==> src/rtl/kf8259_host_pkg.sv <==
// Shared types and constants for the 8259 host-side bus master.
package kf8259_host_pkg;

  // Phases of one register-bus access.
  typedef enum logic [2:0] {
    ST_IDLE,
    ST_SETUP,
    ST_STROBE,
    ST_HOLD,
    ST_RECOVERY
  } bus_state_t;

  // Position within the ICW1..ICW4 initialization sequence.
  typedef enum logic [2:0] {
    STEP_ICW1,
    STEP_ICW2,
    STEP_ICW3,
    STEP_ICW4,
    STEP_DONE
  } init_step_t;

  // ICW1 bit positions.
  localparam int IC4     = 0;  // ICW4 will follow
  localparam int SNGL    = 1;  // single PIC, so no ICW3
  localparam int ICW1_ID = 4;  // marks the byte as ICW1 when A0=0

  // Word that follows the current one, skipping ICW3/ICW4 as ICW1 dictates.
  function automatic init_step_t next_init_step(input init_step_t step,
                                                input logic [7:0] icw1);
    init_step_t nxt;
    nxt = STEP_DONE;
    case (step)
      STEP_ICW1: nxt = STEP_ICW2;
      STEP_ICW2: nxt = !icw1[SNGL] ? STEP_ICW3 : (icw1[IC4] ? STEP_ICW4 : STEP_DONE);
      STEP_ICW3: nxt = icw1[IC4] ? STEP_ICW4 : STEP_DONE;
      default:   nxt = STEP_DONE;
    endcase
    return nxt;
  endfunction

endpackage

==> src/rtl/kf8259_host_bus_cycle.sv <==
// Timer for a single 8259 bus access: SETUP -> STROBE -> HOLD -> RECOVERY.
// A start pulse in IDLE latches the access; done flags the final RECOVERY cycle.
module kf8259_host_bus_cycle
  import kf8259_host_pkg::*;
#(
  parameter int SETUP_CYCLES    = 1,
  parameter int STROBE_CYCLES   = 2,
  parameter int HOLD_CYCLES     = 1,
  parameter int RECOVERY_CYCLES = 1
) (
  input  logic       clock,
  input  logic       reset,
  input  logic       start,
  input  logic       start_write,
  input  logic       start_address,
  input  logic [7:0] start_data,
  output logic       idle,
  output logic       done,
  output logic       chip_select_n,
  output logic       read_enable_n,
  output logic       write_enable_n,
  output logic       address,
  output logic [7:0] data_bus_out,
  output logic       data_bus_io,
  output logic       rsp_valid,
  output logic [7:0] rsp_data,
  input  logic [7:0] data_bus_in
);

  localparam int MAX_AB     = (SETUP_CYCLES > STROBE_CYCLES) ? SETUP_CYCLES : STROBE_CYCLES;
  localparam int MAX_CD     = (HOLD_CYCLES > RECOVERY_CYCLES) ? HOLD_CYCLES : RECOVERY_CYCLES;
  localparam int MAX_CYCLES = (MAX_AB > MAX_CD) ? MAX_AB : MAX_CD;
  localparam int CNT_W      = (MAX_CYCLES > 1) ? $clog2(MAX_CYCLES) : 1;

  bus_state_t       state, state_next;
  logic [CNT_W-1:0] cnt, cnt_next;
  logic             write_q, address_q;
  logic [7:0]       data_q;
  logic             last_strobe;

  function automatic logic [CNT_W-1:0] load(input int n);
    return CNT_W'(n - 1);
  endfunction

  assign last_strobe = (state == ST_STROBE) && (cnt == '0);

  // State register and phase down-counter.
  // NOTE: sequential state uses non-blocking (<=) so every flop samples pre-edge values.
  always_ff @(posedge clock) begin
    if (reset) begin
      state <= ST_IDLE;
      cnt   <= '0;
    end else begin
      state <= state_next;
      cnt   <= cnt_next;
    end
  end

  // Latch direction, A0 and write data when an access is accepted.
  always_ff @(posedge clock) begin
    if (reset) begin
      write_q   <= 1'b0;
      address_q <= 1'b0;
      data_q    <= '0;
    end else if (start && state == ST_IDLE) begin
      write_q   <= start_write;
      address_q <= start_address;
      data_q    <= start_data;
    end
  end

  // Capture read data on the last STROBE cycle; flag it the following cycle.
  always_ff @(posedge clock) begin
    if (reset) begin
      rsp_valid <= 1'b0;
      rsp_data  <= '0;
    end else begin
      rsp_valid <= last_strobe && !write_q;
      if (last_strobe && !write_q) rsp_data <= data_bus_in;
    end
  end

  // Next phase: each phase runs for its parameter count, then hands over.
  // NOTE: defaults first in always_comb so no path leaves a signal unassigned (no latches).
  always_comb begin
    state_next = state;
    cnt_next   = cnt;
    case (state)
      ST_IDLE: if (start) begin
        state_next = ST_SETUP;
        cnt_next   = load(SETUP_CYCLES);
      end
      ST_SETUP: if (cnt == '0) begin
        state_next = ST_STROBE;
        cnt_next   = load(STROBE_CYCLES);
      end else cnt_next = cnt - 1'b1;
      ST_STROBE: if (cnt == '0) begin
        state_next = ST_HOLD;
        cnt_next   = load(HOLD_CYCLES);
      end else cnt_next = cnt - 1'b1;
      ST_HOLD: if (cnt == '0) begin
        state_next = ST_RECOVERY;
        cnt_next   = load(RECOVERY_CYCLES);
      end else cnt_next = cnt - 1'b1;
      ST_RECOVERY: if (cnt == '0) begin
        state_next = ST_IDLE;
        cnt_next   = '0;
      end else cnt_next = cnt - 1'b1;
      default: begin
        state_next = ST_IDLE;
        cnt_next   = '0;
      end
    endcase
  end

  // Bus pin levels per phase; CS_n stays low through HOLD so the PIC sees WR_n rise.
  always_comb begin
    idle           = 1'b0;
    done           = 1'b0;
    chip_select_n  = 1'b1;
    read_enable_n  = 1'b1;
    write_enable_n = 1'b1;
    data_bus_io    = 1'b0;
    case (state)
      ST_IDLE: idle = 1'b1;
      ST_SETUP: begin
        chip_select_n = 1'b0;
        data_bus_io   = write_q;
      end
      ST_STROBE: begin
        chip_select_n  = 1'b0;
        data_bus_io    = write_q;
        read_enable_n  = write_q;
        write_enable_n = !write_q;
      end
      ST_HOLD: begin
        chip_select_n = 1'b0;
        data_bus_io   = write_q;
      end
      ST_RECOVERY: done = (cnt == '0);
      default: idle = 1'b0;
    endcase
  end

  assign address      = address_q;
  assign data_bus_out = data_bus_io ? data_q : '0;

endmodule

==> src/rtl/kf8259_host_bus_master.sv <==
// CPU-side initiator for the 8259 register bus: arbitrates single commands
// against the ICW initialization sequencer and drives one bus-cycle timer.
module kf8259_host_bus_master
  import kf8259_host_pkg::*;
#(
  parameter int SETUP_CYCLES    = 1,
  parameter int STROBE_CYCLES   = 2,
  parameter int HOLD_CYCLES     = 1,
  parameter int RECOVERY_CYCLES = 1
) (
  input  logic       clock,
  input  logic       reset,
  input  logic       cmd_valid,
  output logic       cmd_ready,
  input  logic       cmd_write,
  input  logic       cmd_address,
  input  logic [7:0] cmd_data,
  input  logic       init_start,
  input  logic [7:0] icw1,
  input  logic [7:0] icw2,
  input  logic [7:0] icw3,
  input  logic [7:0] icw4,
  output logic       rsp_valid,
  output logic [7:0] rsp_data,
  output logic       busy,
  output logic       init_done,
  output logic       chip_select_n,
  output logic       read_enable_n,
  output logic       write_enable_n,
  output logic       address,
  output logic [7:0] data_bus_out,
  output logic       data_bus_io,
  input  logic [7:0] data_bus_in
);

  logic       cycle_idle, cycle_done;
  logic       init_active;
  init_step_t step;
  logic [7:0] icw1_q, icw2_q, icw3_q, icw4_q;
  logic       init_accept, init_issue, cmd_accept;
  logic       start, start_write, start_address;
  logic [7:0] start_data, icw_word;
  logic       icw_a0;

  // Init wins over a simultaneous command; neither is taken while anything is in flight.
  assign init_accept = init_start && cycle_idle && !init_active && !reset;
  assign cmd_ready   = cycle_idle && !init_active && !init_start && !reset;
  assign cmd_accept  = cmd_valid && cmd_ready;
  assign init_issue  = init_active && (step != STEP_DONE) && cycle_idle;
  assign init_done   = init_active && (step == STEP_DONE) && cycle_idle;
  assign busy        = !cycle_idle || init_active;

  // ICW sequencer: latch words at start, advance as each write completes.
  always_ff @(posedge clock) begin
    if (reset) begin
      init_active <= 1'b0;
      step        <= STEP_ICW1;
      icw1_q      <= '0;
      icw2_q      <= '0;
      icw3_q      <= '0;
      icw4_q      <= '0;
    end else if (init_accept) begin
      init_active <= 1'b1;
      step        <= STEP_ICW1;
      icw1_q      <= icw1 | 8'(1 << ICW1_ID);
      icw2_q      <= icw2;
      icw3_q      <= icw3;
      icw4_q      <= icw4;
    end else if (init_done) begin
      init_active <= 1'b0;
    end else if (init_active && cycle_done) begin
      step <= next_init_step(step, icw1_q);
    end
  end

  // Select the ICW byte and A0 for the current sequencer step.
  always_comb begin
    icw_word = icw1_q;
    icw_a0   = 1'b0;
    case (step)
      STEP_ICW2: begin icw_word = icw2_q; icw_a0 = 1'b1; end
      STEP_ICW3: begin icw_word = icw3_q; icw_a0 = 1'b1; end
      STEP_ICW4: begin icw_word = icw4_q; icw_a0 = 1'b1; end
      default:   begin icw_word = icw1_q; icw_a0 = 1'b0; end
    endcase
  end

  assign start         = init_issue || cmd_accept;
  assign start_write   = init_issue ? 1'b1 : cmd_write;
  assign start_address = init_issue ? icw_a0 : cmd_address;
  assign start_data    = init_issue ? icw_word : cmd_data;

  kf8259_host_bus_cycle #(
    .SETUP_CYCLES   (SETUP_CYCLES),
    .STROBE_CYCLES  (STROBE_CYCLES),
    .HOLD_CYCLES    (HOLD_CYCLES),
    .RECOVERY_CYCLES(RECOVERY_CYCLES)
  ) u_cycle (
    .clock         (clock),
    .reset         (reset),
    .start         (start),
    .start_write   (start_write),
    .start_address (start_address),
    .start_data    (start_data),
    .idle          (cycle_idle),
    .done          (cycle_done),
    .chip_select_n (chip_select_n),
    .read_enable_n (read_enable_n),
    .write_enable_n(write_enable_n),
    .address       (address),
    .data_bus_out  (data_bus_out),
    .data_bus_io   (data_bus_io),
    .rsp_valid     (rsp_valid),
    .rsp_data      (rsp_data),
    .data_bus_in   (data_bus_in)
  );

endmodule

==> config.mk <==
export PLATFORM = sky130hd
export DESIGN_NAME = kf8259_host_bus_master
export DESIGN_NICKNAME = d
export VERILOG_FILES = /design/src/rtl/kf8259_host_pkg.sv /design/src/rtl/kf8259_host_bus_cycle.sv /design/src/rtl/kf8259_host_bus_master.sv
export SDC_FILE = /design/constraint.sdc
export NUM_CORES = 1
export LEC_CHECK = 0
export CAP_MARGIN = 20
export CORE_MARGIN = 2
export CORE_UTILIZATION = 48
export DETAILED_ROUTE_END_ITERATION = 10
export PLACE_DENSITY = 0.8
export SYNTH_ARGS = -nofsm -noshare
export SYNTH_HDL_FRONTEND = slang
export SYNTH_SLANG_ARGS = --single-unit
==> constraint.sdc <==
create_clock -name clock -period 2.4 [get_ports clock]
set_input_delay 0.6 -clock clock [delete_from_list [all_inputs] [get_ports clock]]
set_output_delay 0.6 -clock clock [all_outputs]
set_load 0.01 [all_outputs]
==> metrics.txt <==
flops & latches, synth 59; half-perimeter wire length of the detailed placement result 4920 µm; R2R Setup Slk 0.42 ns; Pins Over Slew Limit 0; clock transition at the register clock pins on the worst setup and hold paths after CTS 0.07 ns; critical path required time 1.80 ns; last weighted congestion value of the routability-driven placer 0.761; minimum clock period after layout 2.33 ns; final wirelength 7210 µm; Via Count 2642; CTS tree done; number of DRC markers after the initial detailed-route iteration 164; wire per inst 14.6 µm; Slew Limit Headroom 51.5%; Detailed Routing Iterations Pass 1 4; width of the die 81.8 µm; Post-Synthesis Cells 335; Longest Clk Path Bufs 2; largest net degree at the start of global routing 41; capture point of the worst reg-to-reg path step[0]; layout-stage area growth over the synthesis result 37.7%; detailed-route vias per instance 5.36; total DRC errors in the routed layout 0; layout cell share with drive strength beyond 1 14.6%; Top-Level Pins 79; total power density per cell area 957 mW/mm²; Tightest Pin Transition 0.723 ns; number of global-route vias before repair 2506; buffers added on ports 77; worst-case clock skew 0.0107 ns; maximum fanout along the worst path 10; max-capacitance violation count 0; first-pass GRT wire length 11600 µm; # diodes 0; standby leakage power 1.44 nW; overall overflow remaining after global route 0; worst slack, placed 0.0665 ns; total non-filler cell area in the finished layout 0.00400 mm²; worst hold path stage count 2; Syn. warnings 0; number of nets in the finished design 467; fill cell total of the finished layout 494; number of clock buffers inserted by TritonCTS 9; Final Hold Fails 0; status finished clean; crit path capture type output pin; netlist area before placement 0.00291 mm²; Global Route met1 Usage 28.8%; critical path type reg2out; part of the Yosys area used for sequential elements 40.7%; data arrival at the endpoint of the critical path 1.73 ns; upper clock frequency limit 430 MHz; total negative setup slack 0 ns; hold path endpoint icw2_q[0]; startpoint kind of the worst setup timing path flop; Final period util 97.0%; r2r worst-path depth 5; Max H-tree Level 3; met3 Use GR 5.82%; leading cell types in the layout, fill and taps excluded 72 x clkdlybuf4s50_1, 66 x nand2_1, 56 x dfxtp_1; row count 28; worst flop-to-flop path startpoint u_cycle.state[1]; min-delay worst type reg2reg; number of antenna-violating nets in the routed design 0; mean instance size in the synthesized netlist 8.67 µm²; most frequently used flop master after synthesis dfxtp_1; hold-fix buffer count after cts 0; async set-reset flop share out of synthesis 0%; standard cell core area 0.00589 mm²; Initial Utilization 49.4%; Post-Synthesis Net Count 389; instance area after placement 0.00378 mm²; initial antenna violation count 0; root buffer selected by CTS clkbuf_8; final critical-path setup slack 0.0725 ns; hold_sp icw2_q[0]; TritonCTS Sinks 59; most common cell after layout, fill and taps aside clkdlybuf4s50_1; die height 81.8 µm; GR Layer Usage met2 37.7%; overall die area 0.00669 mm²; worst vdd rail ir drop 563 µV; count of final setup violators 0; number of enable-type register cells in the synthesized netlist 0; distinct cell type count of the synthesized netlist 44; clk_lat worst skew 0.34 ns; overall fraction of global-route tracks in use 22.7%; global route hottest layer met2
-- per-layer routing --
layer	vias to the layer above	part of all wire, %
li1	1334	-
met3	8	3.9
met4	0	1.3
met5	-	0
met2	57	51
met1	1243	44
-- synth_stat cells (2+ instances only) --
master    number  area share [%]
nand2_1       66             8.5
dfxtp_1       59              41
a21oi_1       35             6.0
nor3_1        28             4.8
nor2_1        25             3.2
clkbuf_1      21             2.7
nand3b_1      11             2.8
and2_1         9             1.9
mux2i_1        9             3.1
o21a_1         9             2.3
mux4_2         8             6.2
o41ai_2        7             3.9
inv_1          4            0.52
buf_2          3            0.52
nor2b_1        3            0.65
o21ai_0        3            0.52
a211o_1        2            0.60
buf_4          2            0.52
buf_6          2            0.78
nor3b_1        2            0.52
nor4_4         2             1.5
nor4b_1        2            0.60
or3_1          2            0.43
-- worst max path at each step --
stage                     start               to  slack, ns  cells past startpoint
6_report       u_cycle.state[0]  data_bus_out[0]       0.07                      4
2_1_floorplan  u_cycle.state[2]        init_done       0.28                      5
3_5_place_dp         init_start        cmd_ready       0.07                      3
5_1_grt        u_cycle.state[0]  data_bus_out[0]     -0.008                      4
4_1_cts        u_cycle.state[2]  data_bus_out[1]       0.02                      4
3_3_place_gp         init_start        cmd_ready       0.06                      3
-- area by class of cell --
class	instances	area, µm²	share of cell area, %
multi-input cells	244	1590	39.8
flip-flops and latches	59	1180	29.6
repair buffers	95	912	22.8
clock buffers	12	155	3.88
well taps	75	93.8	2.35
clock inverters	4	48.8	1.22
inverters	4	15.0	0.375
-- cells by family (layout without fill, tap and decap cells) --
family | count (synthesis) | after routing | share of synthesized area (%)
buffers and inverters | 33 | 115 | 5.17
DFF | 59 | 59 | 40.7
and+or+nand+nor | 160 | 160 | 28.1
AOI/OAI and AO/OA | 65 | 66 | 16.5
xor gates and xnor gates | 1 | 1 | 0.302
muxes | 17 | 17 | 9.30
-- what timing repair did --
item	CTS	global route
pin swaps	0	1
cloned	0	1
setup endpoints to repair	12	8
gates resized for setup	8	3
hold endpoints to repair	0	0
setup buffers	0	0
-- registers in the layout, indices dropped and copies added (netlist names) --
register and cells:
icw2_q 8, u_cycle.data_q 8, step 3, u_cycle.rsp_data 8, u_cycle.cnt 1, u_cycle.rsp_valid 1, u_cycle.address 1, icw3_q 8
icw1_q 8, icw4_q 8, init_active 1, u_cycle.state 3, u_cycle.write_q 1
-- power by group --
part | internal (W) | leakage [nW] | switching [W]
clock | 0.000535 | 0.106 | 0.000408
combinational | 0.000729 | 0.851 | 0.000761
sequential | 0.00122 | 0.483 | 0.000181
-- worst max-delay path: stages, from the launching register on --
cell and delay, ns:
dfxtp_1 0.34, buf_6 0.16, o211a_2 0.22, and2_1 0.14, clkdlybuf4s50_1 0.53
-- stage by stage --
step,util [%],hold slack (ns),total power (W),cells
floorplan,-,0.433,0.00232,335
global placement,64.2,0.440,0.00284,476
detailed placement,64.2,0.447,0.00287,476
CTS,67.7,0.456,0.00382,492
global route,68.0,0.474,0.00406,493
finish,68.0,0.453,0.00383,493
Power figures use the tool's default switching activity.
